===== config.mk =====
export PLATFORM = sky130hd
export DESIGN_NAME = pixel_buffer
export DESIGN_NICKNAME = d
export VERILOG_FILES = /design/src/rtl/pixel_buffer.sv
export SDC_FILE = /design/constraint.sdc
export NUM_CORES = 1
export LEC_CHECK = 0
export ABC_AREA = 1
export CAP_MARGIN = 10
export CORE_ASPECT_RATIO = 0.9
export CORE_MARGIN = 4
export CORE_UTILIZATION = 25
export CTS_BUF_LIST = sky130_fd_sc_hd__clkbuf_8
export CTS_CLUSTER_DIAMETER = 40
export DETAILED_ROUTE_END_ITERATION = 7
export PLACE_DENSITY = 0.39
export SETUP_SLACK_MARGIN = 0.4
export SLEW_MARGIN = 10
export SYNTH_ARGS = -nofsm -noshare
export SYNTH_HDL_FRONTEND = slang
export SYNTH_SLANG_ARGS = --single-unit

===== constraint.sdc =====
create_clock -name clk -period 5 [get_ports clk]
set_clock_uncertainty 0.05 [all_clocks]
set_input_delay 0.75 -clock clk [delete_from_list [all_inputs] [get_ports clk]]
set_output_delay 0.75 -clock clk [all_outputs]
set_load 0.01 [all_outputs]

===== src/rtl/pixel_buffer.sv =====
// Pixel buffer between a shader and the frame buffer: a DEPTH-entry FIFO drained by a two-state write FSM.
// Optional sticky overflow flag is compiled in with `define PB_OVERFLOW_CHECK_EN.
module pixel_buffer #(
    parameter int DEPTH      = 16,
    parameter int PIX_W      = 19,
    parameter int COLOR_W    = 24,
    parameter int NUM_PIXELS = 307200
) (
    input  logic                     clk,
    input  logic                     rst,
    input  logic                     pb_we,
    input  logic [PIX_W+COLOR_W-1:0] pb_data_in,
    output logic                     pb_full,
    output logic                     fb_wr_req,
    output logic [PIX_W-1:0]         fb_wr_addr,
    output logic [COLOR_W-1:0]       fb_wr_data,
    input  logic                     fb_wr_ack,
    output logic                     frame_done
`ifdef PB_OVERFLOW_CHECK_EN
    ,
    output logic                     pb_overflow
`endif
);

    localparam int ENTRY_W = PIX_W + COLOR_W;
    localparam int PTR_W   = $clog2(DEPTH);
    localparam int CNT_W   = PTR_W + 1;
    localparam int FRAME_W = (NUM_PIXELS > 1) ? $clog2(NUM_PIXELS) : 1;

    localparam logic [0:0] ST_IDLE = 1'b0;
    localparam logic [0:0] ST_REQ  = 1'b1;

    logic [ENTRY_W-1:0] mem_q [DEPTH];
    logic [PTR_W-1:0]   wr_ptr_q, wr_ptr_d;
    logic [PTR_W-1:0]   rd_ptr_q, rd_ptr_d;
    logic [CNT_W-1:0]   count_q, count_d;
    logic [0:0]         state_q, state_d;
    logic [ENTRY_W-1:0] out_q, out_d;
    logic [FRAME_W-1:0] frame_cnt_q, frame_cnt_d;
    logic               frame_done_q, frame_done_d;

    logic accept;
    logic fire;
    logic head_valid;
    logic load;
    logic frame_last;

    // count_q includes the entry being presented, so a slot frees only when its write is acked.
    assign pb_full    = (count_q == CNT_W'(DEPTH));
    assign accept     = pb_we & ~pb_full & ~rst;
    assign fire       = (state_q == ST_REQ) & fb_wr_ack;
    assign head_valid = (state_q == ST_IDLE) ? (count_q != '0) : (count_q > CNT_W'(1));
    assign load       = head_valid & ((state_q == ST_IDLE) | fb_wr_ack);
    assign frame_last = (frame_cnt_q == FRAME_W'(NUM_PIXELS - 1));

    assign fb_wr_req  = (state_q == ST_REQ);
    assign fb_wr_addr = out_q[ENTRY_W-1 -: PIX_W];
    assign fb_wr_data = out_q[COLOR_W-1:0];
    assign frame_done = frame_done_q;

    // NOTE: every always_comb output gets a default first so no path leaves it unassigned (no latch).
    always_comb begin
        count_d      = count_q;
        wr_ptr_d     = wr_ptr_q;
        rd_ptr_d     = rd_ptr_q;
        out_d        = out_q;
        state_d      = state_q;
        frame_cnt_d  = frame_cnt_q;
        frame_done_d = 1'b0;

        case ({accept, fire})
            2'b10:   count_d = count_q + 1'b1;
            2'b01:   count_d = count_q - 1'b1;
            default: count_d = count_q;
        endcase

        if (accept) begin
            wr_ptr_d = wr_ptr_q + 1'b1;
        end

        if (load) begin
            rd_ptr_d = rd_ptr_q + 1'b1;
            out_d    = mem_q[rd_ptr_q];
        end

        case (state_q)
            ST_IDLE: if (load) state_d = ST_REQ;
            ST_REQ:  if (fb_wr_ack && !head_valid) state_d = ST_IDLE;
            default: state_d = ST_IDLE;
        endcase

        if (fire) begin
            frame_cnt_d  = frame_last ? '0 : frame_cnt_q + 1'b1;
            frame_done_d = frame_last;
        end
    end

    // NOTE: sequential state uses non-blocking assignments so all registers update from pre-edge values.
    always_ff @(posedge clk) begin
        if (rst) begin
            count_q      <= '0;
            wr_ptr_q     <= '0;
            rd_ptr_q     <= '0;
            out_q        <= '0;
            state_q      <= ST_IDLE;
            frame_cnt_q  <= '0;
            frame_done_q <= 1'b0;
        end else begin
            count_q      <= count_d;
            wr_ptr_q     <= wr_ptr_d;
            rd_ptr_q     <= rd_ptr_d;
            out_q        <= out_d;
            state_q      <= state_d;
            frame_cnt_q  <= frame_cnt_d;
            frame_done_q <= frame_done_d;
        end
    end

    // NOTE: storage is not reset; count_q and the pointers alone decide which slots hold valid data.
    always_ff @(posedge clk) begin
        if (accept) begin
            mem_q[wr_ptr_q] <= pb_data_in;
        end
    end

`ifdef PB_OVERFLOW_CHECK_EN
    logic overflow_q;

    always_ff @(posedge clk) begin
        if (rst) begin
            overflow_q <= 1'b0;
        end else if (pb_we && pb_full) begin
            overflow_q <= 1'b1;
        end
    end

    assign pb_overflow = overflow_q;
`endif

endmodule

==> results of run 1 <==
kinds of logic (layout without fill, tap and decap cells):
family,after synthesis,after routing,synth area share [%]
buffers and inverters,754,1006,9.23
AO/OA/AOI/OAI,40,40,0.636
AND/OR/NAND/NOR,1731,1731,21.9
flip-flops,765,765,67.6
adder cells (fa/ha/maj),11,11,0.419
XOR/XNOR,10,10,0.267
other,0,7,0
power breakdown:
group	switching (mW)	total, mW	internal, mW	leakage [nW]
Sequential	0.199	7.42	7.22	6.83
Combinational	3.16	4.68	1.52	7.58
Clock	2.84	6.17	3.33	1.67
Total	6.20	18.3	12.1	16.1
worst min path at each step:
stage / startpoint / end / slack, ns / cells after the start
floorplan: frame_cnt_q[17] / frame_cnt_q[17] / 0.40 / 2
global placement: frame_cnt_q[17] / frame_cnt_q[17] / 0.41 / 2
detailed placement: frame_cnt_q[17] / frame_cnt_q[17] / 0.42 / 2
CTS: frame_cnt_q[17] / frame_cnt_q[17] / 0.43 / 2
global route: frame_cnt_q[17] / frame_cnt_q[17] / 0.47 / 2
finish: frame_cnt_q[17] / frame_cnt_q[17] / 0.44 / 2
per-stage QoR:
stage               power [mW]  hold slack (ns)  cell area [um2]
finish                    18.3            0.436            38800
global route              19.6            0.467            38800
CTS                       18.7            0.432            38700
detailed placement        12.4            0.423            35800
global placement          12.4            0.414            35800
floorplan                 10.6            0.400            32900
critical path: cells and delay by family, from the launching register on:
family	cells	cell delay [ns]
AND/OR/NAND/NOR	5	1.85
adder cells (fa/ha/maj)	1	0.24
flip-flops	1	0.36
buffers and inverters	2	0.50
registers in the layout, indices dropped and copies added, names as in the netlist:
name,flops
wr_ptr_q,4
frame_done,1
count_q,5
rd_ptr_q,4
mem_q,688
out_q,43
frame_cnt_q,19
fb_wr_req,1
routing by layer:
layer	vias up	track usage, %	part of all wire [%]
li1	10900	-	-
met1	10600	19.1	50
met2	350	21.0	44
met3	148	2.57	3.8
met4	2	4.51	2.3
met5	-	0	0.013
cell type report:
class | count | area (um2)
diodes | 7 | 17.5
clock buffers | 166 | 2280
clock inverters | 111 | 653
fillers | 13600 | 91000
inverters | 596 | 2250
multi-input cells | 1792 | 7750
flip-flops and latches | 765 | 22200
well taps | 1714 | 2140
repair buffers | 133 | 1440
cell usage after synthesis (all sizes together):
master / instances / share of area [%]
nor3: 3 / 0.061
nand3: 534 / 8.1
nor2: 148 / 1.7
a21o: 1 / 0.023
o21ai: 16 / 0.24
nand2: 1041 / 12
buf: 132 / 2.1
inv: 595 / 6.8
xnor2: 3 / 0.080
a21oi: 20 / 0.30
o22ai: 1 / 0.019
clkinv: 1 / 0.011
edfxtp: 688 / 63
a211oi: 1 / 0.023
dfxtp: 77 / 4.7
nand4: 5 / 0.095
ha: 11 / 0.42
xor2: 7 / 0.19
clkbuf: 26 / 0.30
o211ai: 1 / 0.023
==> reports/summary.txt, run 1 <==
Slew Viols, Final: 0
Die Height: 352 um
CP max FO: 15
Pwr dens: 471 mW/mm2
Mapped Cells: 3311
Slew margin rel.: 3.68%
CP startpoint kind: flop
Vias in the first global route: 21900
Rows: 125
Total grt overflow: 0
Die width: 390 um
Peak VDD IR: 436 uV
Buffers inserted by post-CTS timing repair: 0
Fmax: 302 MHz
CTS Buf Count: 153
Initial Util: 25.3%
Initial DRC Count: 1310
Status: complete, no violations
Deepest clock path buffer count: 3
Slew @ Worst Pin: 1.44 ns
Worst slack, placed: 1.25 ns
GPL Wtd Cong: 0.702
Worst skew pair latency: 0.84 ns
R2R depth: 8
WS Path Type: flop to flop
Layout Nets: 3499
Reg clk slew, reported paths: 0.05 ns
Share of layout cells above drive strength 1: 7.63%
DR WL/cell: 17.7 um
Final ANT Viol Nets: 0
Layout area overhead: 18.0%
RR Endpoint: mem_q[14][39]
# setup viols final: 0
Synth cell types: 27
Final TNS setup: 0 ns
Max-cap violations: 0
Mean Syn Cell Area: 9.93 um2
Final cycle utilization of the critical path: 66.3%
Pin count of the biggest net entering global routing: 178
Arrival @ worst endpoint: 3.78 ns
Crit-path cells: inv_1 > ha_1 > nand3_1 > nand2_1 > nor2_1 > nand2_1 > nor2_4 > buf_4
CP Data Required Time: 5.46 ns
CTS resizes: 0
Clock sink count: 765
Setup crit end kind: flop
First-pass GRT wire length: 142000 um
Pre-antenna DRT Iters: 5
Root buffer cell: clkbuf_8
Max incr delay on CP: 0.71 ns
Yosys reg bits: 765
Via count: 21900
Placed cell count: 5000
Crit path time final: 3.32 ns
GR Util All Layers: 13.6%
# DRC: 0
Post-synthesis cell area: 0.0329 mm2
Reg-to-reg slack, setup: 1.68 ns
Most frequent cells in the layout: nand2_1 (1040), edfxtp_1 (688), inv_1 (638)
Worst setup path endpoint: mem_q[14][39]
Most common cell on crit path: nand2_1
Synthesis Warnings: 0
Input/output buffers: 92
Commonest non-fill, non-tap cell in the layout: nand2_1
Die area: 0.137 mm2
Slowest cell on the critical path: nor2_4
Post-DP HPWL: 50200 um
Core Region: 0.130 mm2
Vias per Instance: 4.15
Leakage: 16.1 nW
Startpoint of the worst-slack reg-to-reg timing path: count_q[0]
Hold Crit Class: flop to flop
Non-Filler Instances: 5284
Endpoints failing hold: 0
DRT Wirelength: 93500 um
Final WS setup: 1.68 ns
Critical Path Start: count_q[0]
H-Tree Depth: 4
Unrepaired setup endpoints after global routing: false
Register area share after synthesis: 67.6%
Synthesized Nets: 3369
Hold buffer count at CTS: 0
IO Count: 93
Initial antenna violation count: 3
CTS tree: yes
Fin util: 29.9%
Power figures use the tool's default switching activity.
==> run 2, diff against run 1 <==
Settings changed: PLACE_DENSITY 0.39 to 0.4.
Clock period 5 ns to 2.8 ns, I/O delays scaled along.
==> run 2 against run 1 <==
  * Flip-flop and latch count is the same
  * Non-clock buffer count is 58 higher
  * Worst hold slack worse by 0.086 ns
  * Final area is 2.1% higher
  * Count of clock-buffer cells in the layout is 9 lower
  * Power up 80%
  * Sequential share of layout area shrank 1.2 points
  * Clock power is 75% higher
  * Critical path type is now flop to primary output
==> reports/summary.txt, run 2 (synthesis results as in run 1) <==
Deepest clock path buffer count: 3 (unchanged)
Min-delay src: pb_data_in[33]
Initial DRC Count: 1495 (+14%)
Biggest registers after layout: mem_q x688, out_q x43, frame_cnt_q x19
Max-cap violations: 0 (unchanged)
RR Endpoint: mem_q[14][7]
Die area: 0.137 mm2 (unchanged)
Slew Viols, Final: 0 (unchanged)
Slew @ Worst Pin: 0.917 ns (-0.528 ns)
WS Path Type: flop to primary output
Share of layout cells above drive strength 1: 9.26% (+1.6 points)
NetSw: 11.3 mW (+82%)
Final hold slack: 0.350 ns (-0.0864 ns)
Initial Util: 25.3% (unchanged)
CP bufs+invs: 1 (-1)
Via count: 22200 (+1.3%)
Largest register by flop count: mem_q
Peak VDD IR: 394 uV (-9.6%)
Layout area overhead: 20.5%
Vias per Instance: 4.17 (+0.32%)
Reg clk slew, reported paths: 0.06 ns (about the same)
Die Height: 352 um (unchanged)
Layout Nets: 3553 (+1.5%)
Worst setup path endpoint: fb_wr_addr[6]
DR WL/cell: 18.0 um (+1.9%)
P_int: 21.6 mW (+79%)
R2R depth: 10 (+2)
Post-layout power: 32.9 mW (+80%)
Reg-to-reg slack, setup: 0.61 ns (-1.07 ns)
# DRC: 0 (unchanged)
Layout fillers: 13600 (-0.18%)
CP delay by family, top: buffers and inverters
Buffers inserted by post-CTS timing repair: 0 (unchanged)
DRT Wirelength: 96200 um (+2.9%)
Commonest non-fill, non-tap cell in the layout: nand2_1
Unrepaired setup endpoints after global routing: false
Most frequent cells in the layout: nand2_1 (1039), edfxtp_1 (688), inv_1 (640)
WP depth: 1 (-7)
Clock sink count: 765 (unchanged)
CTS Buf Count: 149 (-2.6%)
CP startpoint kind: flop
Crit-path cells: clkdlybuf4s50_1
Die width: 390 um (unchanged)
Hold buffer count at CTS: 0 (unchanged)
Arrival @ worst endpoint: 1.75 ns (-2.03 ns)
Pin count of the biggest net entering global routing: 116 (-35%)
Final cycle utilization of the critical path: 79.3%
Critical Path Start: out_q[30]
CP max FO: 2 (-13)
H-Tree Depth: 4 (unchanged)
IO Count: 93 (unchanged)
Sw Share: 34.3% (+0.32 points)
Slew margin rel.: 38.7% (+35 points)
Leakage: 16.5 nW (+2.3%)
Startpoint of the worst-slack reg-to-reg timing path: count_q[0]
First-pass GRT wire length: 145000 um (+2.3%)
CTS tree: yes
Hold Crit Class: primary input to flop
Pwr dens: 831 mW/mm2 (+76%)
Status: complete, no violations
Initial antenna violation count: 5 (+2)
Total grt overflow: 0 (unchanged)
Input/output buffers: 92 (unchanged)
GR Util All Layers: 14.0% (+0.38 points)
Root buffer cell: clkbuf_8
# setup viols final: 0 (unchanged)
Fin util: 30.5% (+0.64 points)
Crit path time final: 2.22 ns
Worst skew pair latency: 0.82 ns (-0.02 ns)
Max incr delay on CP: 0.62 ns (-0.09 ns)
Rows: 125 (unchanged)
Endpoints failing hold: 0 (unchanged)
Max FFs per register: 688 (unchanged)
Combinational share of power: 27.2% (+1.6 points)
Power share of the clock group: 32.8% (-1.0 points)
Setup crit end kind: primary output
CP Data Required Time: 2.33 ns (-3.13 ns)
Sequential power share: 40.0% (-0.6 points)
Fmax: 450 MHz
Final TNS setup: 0 ns (unchanged)
Slowest cell on the critical path: clkdlybuf4s50_1
Final ANT Viol Nets: 0 (unchanged)
Core Region: 0.130 mm2 (unchanged)
Pre-antenna DRT Iters: 7 (+2)
Post-DP HPWL: 55800 um (+11%)
GPL Wtd Cong: 0.734 (+4.5%)
Vias in the first global route: 22200 (+1.5%)
-- run 2: changes by cell type in the layout (fill, tap and decap cells not counted), moves of 5 or more --
cell	previous run	this run
inv_8	6	1
clkinvlp_4	6	11
clkbuf_8	166	157
buf_4	24	46
buf_12	17	54
-- run 2: worst reg2reg max path, stage by stage (launching register included) --
cell,delay (ns)
dfxtp_2,0.37
inv_4,0.06
ha_2,0.19
nand3_2,0.09
nand2_1,0.13
nor2_4,0.16
buf_12,0.13
nand2_1,0.05
buf_4,0.18
nor2_4,0.17
buf_4,0.29
-- run 2: power by group through the flow --
stage          combinational (mW)  sequential, mW  clock (mW)
2_1_floorplan                5.57            13.5           0
4_1_cts                      9.24            13.2        11.2
3_3_place_gp                 9.22            13.4           0
5_1_grt                      10.1            13.2        11.8
3_5_place_dp                 9.21            13.4           0
6_report                     8.94            13.2        10.8
-- run 2: repair_timing --
action	CTS	global route
endpoints found under the setup margin	3	362
pin swaps	0	0
resized for setup	11	6
-- run 2: final cells by class --
type	count	area (um2)	area share [%]
sequential	765	22200	56.1
clock buffer	157	2160	5.46
inverter	596	2260	5.70
multi-input combinational	1792	7780	19.6
tap	1714	2140	5.42
antenna	4	10.0	0.0253
timing repair buffer	191	2330	5.90
clock inverter	118	684	1.73
-- run 2: worst min path at each step --
stage | to | cells past startpoint
2_1_floorplan | frame_cnt_q[17] | 2
3_5_place_dp | frame_cnt_q[17] | 2
5_1_grt | mem_q[5][33] | 2
3_3_place_gp | frame_cnt_q[17] | 2
6_report | mem_q[5][33] | 2
4_1_cts | mem_q[6][33] | 2
-- run 2: layer usage --
metal | track usage [%] | up-vias | wire length [um] | part of all wire (%)
met5 | 0 | - | 23 | 0.024
met3 | 2.51 | 170 | 3820 | 4.0
met2 | 22.8 | 406 | 45200 | 47
met1 | 18.6 | 10700 | 44800 | 47
met4 | 4.97 | 4 | 2470 | 2.6
li1 | - | 11000 | - | -
-- run 2: through the flow --
| stage | setup WS [ns] | std cells | cell area (um2) |
|---|---|---|---|
| 2_1_floorplan | 0.0415 | 3311 | 33000 |
| 3_3_place_gp | 0.205 | 5058 | 36700 |
| 3_5_place_dp | 0.194 | 5058 | 36700 |
| 4_1_cts | 0.366 | 5333 | 39600 |
| 5_1_grt | 0.418 | 5336 | 39600 |
| 6_report | 0.579 | 5337 | 39600 |
==> run 3, diff against run 2 <==
Clock period 2.8 ns to 1.8 ns, I/O delays scaled along.
==> run 3 against run 2 <==
  * Largest cell class unchanged
  * The flow now finishes with violations (negative setup slack)
  * Setup slack worse by 0.87 ns
  * Register-to-register slack worse by 0.91 ns
  * Worst hold slack worse by 0.21 ns
  * First-iteration DRC count is 14% higher
  * Critical endpoint is now mem_q[15][28]
  * Combinational power is 100% higher
  * Routed wire length is 17% higher
  * Power is 70% higher
  * Final area is 13% higher
  * Via count is 7.1% higher
  * Utilization is 3.9 points higher
  * Clock power is 58% higher
  * Critical path depth is 10 higher
==> reports/summary.txt, run 3 (synthesis results as in run 1) <==
Status: finished with violations
Failing checks: negative setup slack
Sequential power share: 36.8% (-3.2 points)
Unrepaired setup endpoints after global routing: true
IO Count: 93 (unchanged)
DRT Wirelength: 112000 um (+17%)
Critical Path Start: count_q[1]
Initial DRC Count: 1711 (+14%)
WS Path Type: flop to flop
Final hold slack: 0.135 ns (-0.215 ns)
Power share of the clock group: 30.6% (-2.2 points)
Max FFs per register: 688 (unchanged)
GPL Wtd Cong: 0.740 (+0.93%)
CTS Buf Count: 149 (unchanged)
Initial Util: 25.3% (unchanged)
Min-delay src: pb_data_in[34]
Layout Nets: 3833 (+7.9%)
Leakage: 18.8 nW (+14%)
Max incr delay on CP: 0.33 ns (-0.29 ns)
Peak VDD IR: 620 uV (+57%)
Biggest registers after layout: mem_q x688, out_q x43, frame_cnt_q x19
CP Data Required Time: 2.30 ns (-0.03 ns)
Startpoint of the worst-slack reg-to-reg timing path: count_q[1]
H-Tree Depth: 4 (unchanged)
Setup crit end kind: flop
Placed cell count: 5184 (+2.5%)
Deepest clock path buffer count: 3 (unchanged)
Combinational share of power: 32.6% (+5.4 points)
Final WS setup: -0.296 ns (-0.875 ns)
Worst setup path endpoint: mem_q[15][28]
Pin count of the biggest net entering global routing: 49 (-58%)
Arrival @ worst endpoint: 2.60 ns (+0.85 ns)
GR Util All Layers: 14.8% (+0.85 points)
Max-cap violations: 0 (unchanged)
Initial antenna violation count: 5 (unchanged)
R2R depth: 11 (+1)
Share of layout cells above drive strength 1: 19.7% (+10 points)
Final ANT Viol Nets: 0 (unchanged)
# DRC: 0 (unchanged)
P_int: 36.4 mW (+68%)
Total grt overflow: 0 (unchanged)
Core Region: 0.130 mm2 (unchanged)
Hold Crit Class: primary input to flop
First-pass GRT wire length: 152000 um (+4.7%)
Final cycle utilization of the critical path: 116%
Sw Share: 34.9% (+0.62 points)
# setup viols final: 740 (+740)
Via count: 23800 (+7.1%)
Fmax: 477 MHz
CP startpoint kind: flop
Slowest cell on the critical path: dfxtp_2
Crit path time final: 2.10 ns
CTS tree: yes
Hold buffer count at CTS: 0 (unchanged)
NetSw: 19.5 mW (+73%)
Vias in the first global route: 22800 (+2.9%)
Clock sink count: 765 (unchanged)
Final TNS setup: -141.68 ns (-141.68 ns)
Slew margin rel.: 61.4% (+23 points)
Die Height: 352 um (unchanged)
Most frequent cells in the layout: nand2_1 (1013), edfxtp_1 (688), inv_1 (631)
Non-Filler Instances: 5613 (+5.2%)
Largest register by flop count: mem_q
Slew Viols, Final: 0 (unchanged)
Input/output buffers: 92 (unchanged)
Worst slack, placed: -0.509 ns (-0.704 ns)
Post-DP HPWL: 58600 um (+5.0%)
Post-layout power: 56.0 mW (+70%)
Commonest non-fill, non-tap cell in the layout: nand2_1
Slew @ Worst Pin: 0.578 ns (-0.339 ns)
Die area: 0.137 mm2 (unchanged)
Pwr dens: 1250 mW/mm2 (+51%)
Worst skew pair latency: 0.87 ns (+0.05 ns)
Pre-antenna DRT Iters: 7 (unchanged)
Vias per Instance: 4.24 (+1.8%)
Rows: 125 (unchanged)
Crit-path cells: inv_2 > ha_4 > nand3_4 > nand2_4 > nor2_4 > buf_12 > buf_4 > nand2_4 > nor2_4 > buf_12 > clkbuf_16
CP max FO: 6 (+4)
Reg-to-reg slack, setup: -0.30 ns (-0.91 ns)
Hold depth: 2 (unchanged)
DR WL/cell: 20.0 um (+11%)
Reg clk slew, reported paths: 0.05 ns (about the same)
Die width: 390 um (unchanged)
RR Endpoint: mem_q[15][28]
Root buffer cell: clkbuf_8
Layout area overhead: 35.8%
Endpoints failing hold: 0 (unchanged)
==> run 3: cell count changes in the layout (fill, tap and decap cells not counted), moves of 31 or more <==
cell             delta
buf_4              +99
buf_6              +77
buf_12             +54
dfxtp_1            -51
dfxtp_2            +50
buf_16             +46
clkdlybuf4s50_1    -43
clkbuf_16          +31
==> run 3: worst max-delay path: cells and delay by family, from the launching register on <==
kind                     cells  cell delay, ns
adder cells (fa/ha/maj)      1            0.16
AND/OR/NAND/NOR              5            0.58
buffers and inverters        5            0.68
flip-flops                   1            0.33
==> run 3: through the flow <==
step | util [%] | cell area [um2]
CTS | 33.0 | 42900
floorplan | - | 33200
finish | 34.4 | 44600
global route | 34.4 | 44600
global placement | 29.4 | 38100
detailed placement | 29.4 | 38100
==> run 3: repair_timing <==
| item | 4_1_cts | 5_1_grt |
|---|---|---|
| pin swaps | 13 | 49 |
| setup endpoints to repair | 805 | 809 |
| resized for setup | 368 | 131 |
| gates cloned | 34 | 48 |
| buffers inserted | 45 | 27 |
==> run 3: how the worst min path moves through the flow <==
stage                            to  slack [ns]
floorplan               mem_q[0][0]        0.32
global placement    frame_cnt_q[17]        0.41
detailed placement  frame_cnt_q[17]        0.42
CTS                   mem_q[12][34]        0.02
global route           mem_q[15][3]        0.09
finish                mem_q[13][34]        0.13
==> run 3: per-layer routing <==
layer  part of all wire [%]  global-route usage, %  vias up
met5                      0                      0        -
met4                    2.2                   4.36        0
met3                    5.6                   2.84      159
met2                     45                   23.6      548
met1                     47                   20.5    11500
li1                       -                      -    11600
==> run 3: layout make-up <==
class / count / area, um2
Fill cell: 13200 / 85200
Sequential cell: 765 / 22300
Multi-Input combinational cell: 1794 / 8180
Timing Repair Buffer: 469 / 6860
Inverter: 596 / 2260
Tap cell: 1714 / 2140
Clock buffer: 152 / 2090
Clock inverter: 120 / 800
Antenna cell: 3 / 7.51
==> run 3: power groups by stage <==
| stage | Combinational, mW | Sequential [mW] | Clock [mW] |
|---|---|---|---|
| 2_1_floorplan | 8.95 | 20.9 | 0 |
| 3_3_place_gp | 16.1 | 20.8 | 0 |
| 3_5_place_dp | 16.0 | 20.8 | 0 |
| 4_1_cts | 16.3 | 20.6 | 17.7 |
| 5_1_grt | 20.1 | 20.7 | 18.6 |
| 6_report | 18.2 | 20.6 | 17.1 |
